[config.mk]
export PLATFORM = sky130hd
export DESIGN_NAME = uart_rx_ctrl
export DESIGN_NICKNAME = d
export VERILOG_FILES = /design/src/rtl/uart_rx_ctrl.sv
export SDC_FILE = /design/constraint.sdc
export NUM_CORES = 1
export LEC_CHECK = 0
export CAP_MARGIN = 20
export CORE_MARGIN = 4
export CORE_UTILIZATION = 46
export CTS_CLUSTER_DIAMETER = 150
export CTS_CLUSTER_SIZE = 24
export DETAILED_ROUTE_END_ITERATION = 6
export GPL_TIMING_DRIVEN = 0
export PLACE_DENSITY = 0.68
export SYNTH_ARGS = -nofsm -noshare
export SYNTH_HDL_FRONTEND = slang
export SYNTH_SLANG_ARGS = --single-unit
[constraint.sdc]
create_clock -name clk_50 -period 5.85 [get_ports clk_50]
set_input_delay 1.17 -clock clk_50 [delete_from_list [all_inputs] [get_ports clk_50]]
set_output_delay 1.17 -clock clk_50 [all_outputs]
set_load 0.02 [all_outputs]
[src/rtl/uart_rx_ctrl.sv]
// 8N1 UART receiver with 16x oversampling and a 4-entry receive FIFO.
// Byte visible on rx_valid one cycle after the stop-bit sample; rx_ready pops the head, a full FIFO drops the byte.
module uart_rx_ctrl #(
    parameter int OVS_DIV    = 27,
    parameter int FIFO_DEPTH = 4
) (
    input  logic       clk_50,
    input  logic       rst_n,
    input  logic       uart_rx,
    input  logic       rx_ready,
    output logic [7:0] rx_data,
    output logic       rx_valid,
    output logic       frame_err,
    output logic       overrun,
    output logic [2:0] fifo_count
);
    typedef enum logic [1:0] {IDLE, START, DATA, STOP} state_t;

    localparam logic [11:0] TICK_MAX  = 12'(OVS_DIV - 1);
    localparam logic [2:0]  FIFO_FULL = 3'(FIFO_DEPTH);

    logic        rx_meta;
    logic        rxs;
    logic [11:0] tick_cnt;
    logic        tick;

    state_t      state, state_nxt;
    logic [3:0]  sample_cnt, sample_cnt_nxt;
    logic [2:0]  bit_idx, bit_idx_nxt;
    logic [7:0]  shift_reg, shift_nxt;
    logic        push;
    logic        stop_bad;

    logic [7:0]  mem [4];
    logic [1:0]  wr_ptr, rd_ptr;
    logic        full, pop, push_ok, drop;

    // Line idles high, so the synchronizer resets high to avoid a false start bit.
    always_ff @(posedge clk_50 or negedge rst_n) begin
        if (!rst_n) begin
            rx_meta <= 1'b1;
            rxs     <= 1'b1;
        end else begin
            rx_meta <= uart_rx;
            rxs     <= rx_meta;
        end
    end

    always_ff @(posedge clk_50 or negedge rst_n) begin
        if (!rst_n) begin
            tick_cnt <= '0;
        end else if (tick) begin
            tick_cnt <= '0;
        end else begin
            tick_cnt <= tick_cnt + 12'd1;
        end
    end

    assign tick = (tick_cnt == TICK_MAX);

    always_ff @(posedge clk_50 or negedge rst_n) begin
        if (!rst_n) begin
            state      <= IDLE;
            sample_cnt <= '0;
            bit_idx    <= '0;
            shift_reg  <= '0;
        end else begin
            state      <= state_nxt;
            sample_cnt <= sample_cnt_nxt;
            bit_idx    <= bit_idx_nxt;
            shift_reg  <= shift_nxt;
        end
    end

    always_comb begin
        state_nxt      = state;
        sample_cnt_nxt = sample_cnt;
        bit_idx_nxt    = bit_idx;
        shift_nxt      = shift_reg;
        push           = 1'b0;
        stop_bad       = 1'b0;
        if (tick) begin
            case (state)
                IDLE: begin
                    if (!rxs) begin
                        state_nxt      = START;
                        sample_cnt_nxt = '0;
                    end
                end
                START: begin
                    // Mid start bit: still low means a real frame, high means a glitch.
                    if (sample_cnt == 4'd7) begin
                        sample_cnt_nxt = '0;
                        bit_idx_nxt    = '0;
                        state_nxt      = rxs ? IDLE : DATA;
                    end else begin
                        sample_cnt_nxt = sample_cnt + 4'd1;
                    end
                end
                DATA: begin
                    if (sample_cnt == 4'd15) begin
                        shift_nxt[bit_idx] = rxs;
                        sample_cnt_nxt     = '0;
                        if (bit_idx == 3'd7) begin
                            state_nxt = STOP;
                        end else begin
                            bit_idx_nxt = bit_idx + 3'd1;
                        end
                    end else begin
                        sample_cnt_nxt = sample_cnt + 4'd1;
                    end
                end
                STOP: begin
                    if (sample_cnt == 4'd15) begin
                        push           = rxs;
                        stop_bad       = ~rxs;
                        sample_cnt_nxt = '0;
                        state_nxt      = IDLE;
                    end else begin
                        sample_cnt_nxt = sample_cnt + 4'd1;
                    end
                end
                default: state_nxt = IDLE;
            endcase
        end
    end

    assign full     = (fifo_count == FIFO_FULL);
    assign rx_valid = (fifo_count != 3'd0);
    assign pop      = rx_valid && rx_ready;
    // A same-cycle pop frees the slot, so a full FIFO can still take the byte.
    assign push_ok  = push && (!full || pop);
    assign drop     = push && full && !pop;
    assign rx_data  = mem[rd_ptr];

    always_ff @(posedge clk_50 or negedge rst_n) begin
        if (!rst_n) begin
            for (int i = 0; i < 4; i++) begin
                mem[i] <= '0;
            end
            wr_ptr     <= '0;
            rd_ptr     <= '0;
            fifo_count <= '0;
            frame_err  <= 1'b0;
            overrun    <= 1'b0;
        end else begin
            if (push_ok) begin
                mem[wr_ptr] <= shift_reg;
                wr_ptr      <= wr_ptr + 2'd1;
            end
            if (pop) begin
                rd_ptr <= rd_ptr + 2'd1;
            end
            case ({push_ok, pop})
                2'b10:   fifo_count <= fifo_count + 3'd1;
                2'b01:   fifo_count <= fifo_count - 3'd1;
                default: fifo_count <= fifo_count;
            endcase
            frame_err <= stop_bad;
            overrun   <= drop;
        end
    end
endmodule

[Word level (Yosys, flattened, before mapping)]
Cells that the tools add are included.
Storage, ports and cells
  memories kept: 0
  RAM bits: 0
  bits in registers: 72
  input port bits: 4
  output and inout bits: 14
  latch bits: 0
  bits in read-only memories: 0
Cells by class
  mux-type cells: 32
  div/mod/pow operators: 0
  multipliers: 0
  reductions and logical operators: 18
  bitwise gates (word level): 3
  shift operators: 0
  add/subtract/negate cells: 7
  order comparisons: 5
  equal/unequal tests: 16
Operator list (number)
  bitwise mux 32 bit: 1
  two-way mux 8 bit: 3
  binary-select mux 8 bit (select 2 bit): 1
  demux 8 bit (select 2 bit): 1
  adder 12 x 1 -> 12 bit (second input constant): 1
  == test 12 x 5 -> 1 bit (second input constant): 1
  two-way mux 12 bit: 1
  two-way mux 2 bit: 6
  two-way mux 4 bit: 3
  inequality test 2 bit (second input constant): 6
  one-hot mux 3 bit (2 select lines): 2
  one-hot mux 4 bit (3 select lines): 1
  two-way mux 3 bit: 3
  bitwise mux 8 bit: 1
  one-hot mux 2 bit (4 select lines): 1
  two-way mux 1 bit: 7
  adder 3 x 1 -> 3 bit (second input constant): 2
  == test 2 bit (second input constant): 3
  == test 3 bit (second input constant): 2
  >= comparator 3 bit (second input constant): 2
  logical AND 1 bit: 6
  NOT 2 -> 3 bit: 2
  AND reduction 6 bit: 1
  AND reduction 5 bit: 1
  other kinds (19): 23

[Depth between registers and ports, before layout]
  depth in word-level cells: 7
  gate-level depth with buffers: 12
  depth with buffers taken out: 12

[Worst setup path before layout]
OpenSTA, ideal clock, no wires.
  path kind: input to register
  start point: input port rx_ready
  end point: register fifo_count[2]
  arrival time: 2914 ps
  data required time: 5770 ps
  setup slack: 2856 ps
  stages on the path: 11
  cells stage by stage: or4b_1 -> buf_2 -> nand2_1 -> nor3_1 -> inv_1 -> ha_1 -> inv_1 -> fa_1 -> xor2_1 -> nor2_1 -> xor2_1
Between the ends
  longest elaborated chain between the ends: 5
  elaborated cells between the ends (all ways): 7
RTL lines
  from (decl): line 10  | input logic rx_ready,
  logical AND 1 bit *: line 130  | assign pop = rx_valid && rx_ready;
  logical OR 1 bit: line 132  | assign push_ok = push && (!full || pop);
  logical AND 1 bit: line 132
  == test 2 x 1 -> 1 bit / == test 2 bit (equally long branches): line 154  | case ({push_ok, pop})
  one-hot mux 3 bit (2 select lines) / nonzero test 2 bit (equally long branches)
  to (signal assigned): line 155  | 2'b10: fifo_count <= fifo_count + 3'd1;
  to (signal assigned): line 156  | 2'b01: fifo_count <= fifo_count - 3'd1;
  to (signal assigned): line 157  | default: fifo_count <= fifo_count;
  to (decl): line 15  | output logic [2:0] fifo_count
Mark *: on every way between the ends. The rest lies on a longest branch, timed or not.
A chain may end at the register's enable or synchronous reset.

[Worst setup path in the final report]
  start point: register rd_ptr[0]
  end point: output port rx_data[1]
Between the ends
  longest elaborated chain between the ends: 4
RTL lines
  from (decl): line 35  | logic [1:0] wr_ptr, rd_ptr;
  from (signal assigned): line 152  | rd_ptr <= rd_ptr + 2'd1;
  NOT 2 -> 3 bit (implied by the code): line 134  | assign rx_data = mem[rd_ptr];
  binary-select mux 8 bit (select 2 bit): line 134
  two-way mux 8 bit (implied by the code) (2 in a row): line 134
  to (decl): line 11  | output logic [7:0] rx_data,
No other way between the ends. The select of a mux whose other input is x is not followed.

==> key figures <==
Pwr
  • Lkg Pwr: 1.96 nW
  • VDD IR-drop max: 0.218 mV
  • Final Total Pwr: 1.27 mW
  • PwrDens: 301 mW/mm^2

Outcome
  • Outcome: finished, final reports clean

Timing
  • Unrepaired setup endpoints after global routing: no
  • Setup Skew: 0.00709 ns
  • Setup TNS: 0 ns
  • Fmax: 278 MHz
  • Fin crit period: 3.60 ns
  • Setup Viol. Count Final: 0
  • Pins Over Slew Limit: 0
  • Slew HR: 0.464
  • Worst Tran Pin Value: 0.804 ns
  • Fin. Hold Viols: 0
  • Final Cycle Share: 0.615

Synthesis
  • Most used DFF post-synth: dfrtp_1
  • Library cells used by synthesis: 53
  • Register area share after synthesis: 0.500
  • Flops & latches, synth: 72
  • Area leader, netlist: dfrtp_1
  • Mean Syn Cell Area: 13.5 um^2
  • Post-Syn Area: 0.00361 mm^2
  • Largest cells by area after synthesis: dfrtp_1, mux2_2, mux4_2
  • Synth Instances: 268
  • Async S/R FF share, synth: 1.00
  • Synthesis Warnings: 0
  • Top-area cell type share of the netlist area: 0.485
  • Post-synth EDFFs: 0
  • Syn_nets: 283

GRT
  • Largest net degree at the start of global routing: 73
  • Met2 Track Usage GR: 0.242
  • GR Util All Layers: 0.151
  • Met1 global-route usage: 0.197
  • Initial antenna violation count: 0
  • First-pass GRT wire length: 10.6 mm
  • Vias in the first global route: 2,176
  • Gr ovfl total: 0
  • GR peak layer: met2
  • Met3 Track Usage GR: 0.0418

CTS
  • Clk Tree Root Cell: clkbuf_8
  • CTS Hold Buffers Added: 0
  • Clk slew on worst S/H paths: 0.08 ns
  • Max H-tree Level: 3
  • TritonCTS buffer count: 9
  • CTS tree: done
  • PostCTS Resize Cnt: 0
  • Setup bufs post-CTS: 0
  • Clock Path Buffers: 2
  • TritonCTS Sinks: 72
  • Worst-Skew Late Latency: 0.35 ns

Floorplan
  • Starting Density: 0.470
  • Overall die area: 0.00933 mm^2
  • IO Count: 18
  • Chip Width: 96.6 um
  • Core Box Area: 0.00769 mm^2
  • Die height: 96.6 um
  • Core Rows: 32

Layout
  • Area Growth Syn to Fin: 17.0%
  • Number of flip-flops in the largest register: 32
  • # diodes: 0
  • Final non-filler cell total: 404
  • Final Net Count: 312
  • Finished Core Util: 0.549
  • Layout cells sized above 1: 0.308
  • Final instance area: 0.00422 mm^2

Drt
  • Avg WL per Cell: 15.2 um
  • Number of DRC violations after detailed-routing iteration 0: 119
  • DR pass1 iterations: 4
  • WL final: 6.12 mm
  • DRT antenna net count: 0
  • DRC violations left: 0
  • Via count: 2,137
  • Drt via density: 5.29

Placement
  • # port buffers: 17
  • Dpl cells: 388
  • Post-DP Area: 0.00393 mm^2
  • GPL Wtd Cong: 0.748
  • HPWL Detailed: 4.22 mm

Job
  • MaxCap Viol Count: 0

Worst setup path
  • WS Path Type: flip-flop to primary output
  • WP data required: 4.68 ns
  • Startpoint types: flip-flop
  • Crit-path max FO: 10
  • Critical Path AT: 2.43 ns
  • Crit. End Element: primary output

Worst hold path
  • Worst hold path type: flip-flop to flip-flop
-- worst paths after layout --
kind,startpoint,endpoint,slack (ns),depth (start not counted)
min in group asynchronous,rst_n,bit_idx[2],0.81,2
max in group asynchronous,rst_n,rxs,4.70,2
worst min register to register,rx_meta,rxs,0.36,0
worst min-delay path,rx_meta,rxs,0.36,0
worst max-delay path,rd_ptr[0],rx_data[1],2.25,3
worst max register to register,sample_cnt[0],fifo_count[2],3.17,11
-- final cells by class --
type / instances / area (um^2)
sequential: 72 / 1800
buffer: 13 / 92.6
inverter: 9 / 33.8
clock buffer: 9 / 124
multi-input combinational: 174 / 1680
fill: 679 / 3460
tap: 102 / 128
timing repair buffer: 18 / 195
clock inverter: 7 / 166
-- where the power goes --
part / total (mW) / leakage, nW / internal [mW] / switching, mW
Clock: 0.564 / 0.140 / 0.371 / 0.193
Sequential: 0.531 / 0.962 / 0.517 / 0.0140
Combinational: 0.175 / 0.859 / 0.0792 / 0.0962
-- synth_stat cells (all sizes together), types with 6 or more instances --
master,count
xnor2,11
nand2,10
nor3b,8
mux4,8
mux2,44
dfrtp,70
clkbuf,8
nor3,9
xor2,6
inv,9
nor2,11
nand3,15
ha,10
-- placed cells by master, fill, tap and decap left out, drive strengths merged, types with 2 or more instances in the layout --
master and instances:
clkbuf 17, and3 5, and2 2, mux2 44, or3 2, inv 10, buf 7, dfstp 2
dfrtp 70, bufinv 5, nand4 3, nor4b 4, nand2 10, nand3 15, a21oi 5, nor3 9
xor2 6, and4 2, ha 10, a31oi 2, nor3b 8, clkdlybuf4s50 16, a22o 2, mux4 8
nor4 2, o21ai 2, xnor2 11, nor2 11
-- worst max-delay path: stages, from the launching register on --
cell and delay [ns]:
dfrtp_1 0.32, clkbuf_1 0.60, mux4_2 0.60, clkdlybuf4s50_1 0.55
-- logic make-up after synthesis --
kind of cell / synth area share
AO/OA/AOI/OAI: 0.0291
XOR/XNOR: 0.0412
adder cells (fa/ha/maj): 0.0402
buffers and inverters: 0.0350
flip-flops: 0.500
multiplexers: 0.201
AND/OR/NAND/NOR: 0.153
-- metrics by stage --
step	hold slack [ns]	worst slack, ns
finish	0.357	2.25
global route	0.363	2.05
CTS	0.359	2.19
detailed placement	0.347	2.28
global placement	0.346	1.10
floorplan	0.345	2.86
-- per-layer routing --
metal | wire [um] | vias up
met5 | 0 | -
met4 | 91 | 0
met3 | 191 | 9
met2 | 3060 | 27
met1 | 2780 | 1071
li1 | - | 1030
(Power assumes the default switching activity.)
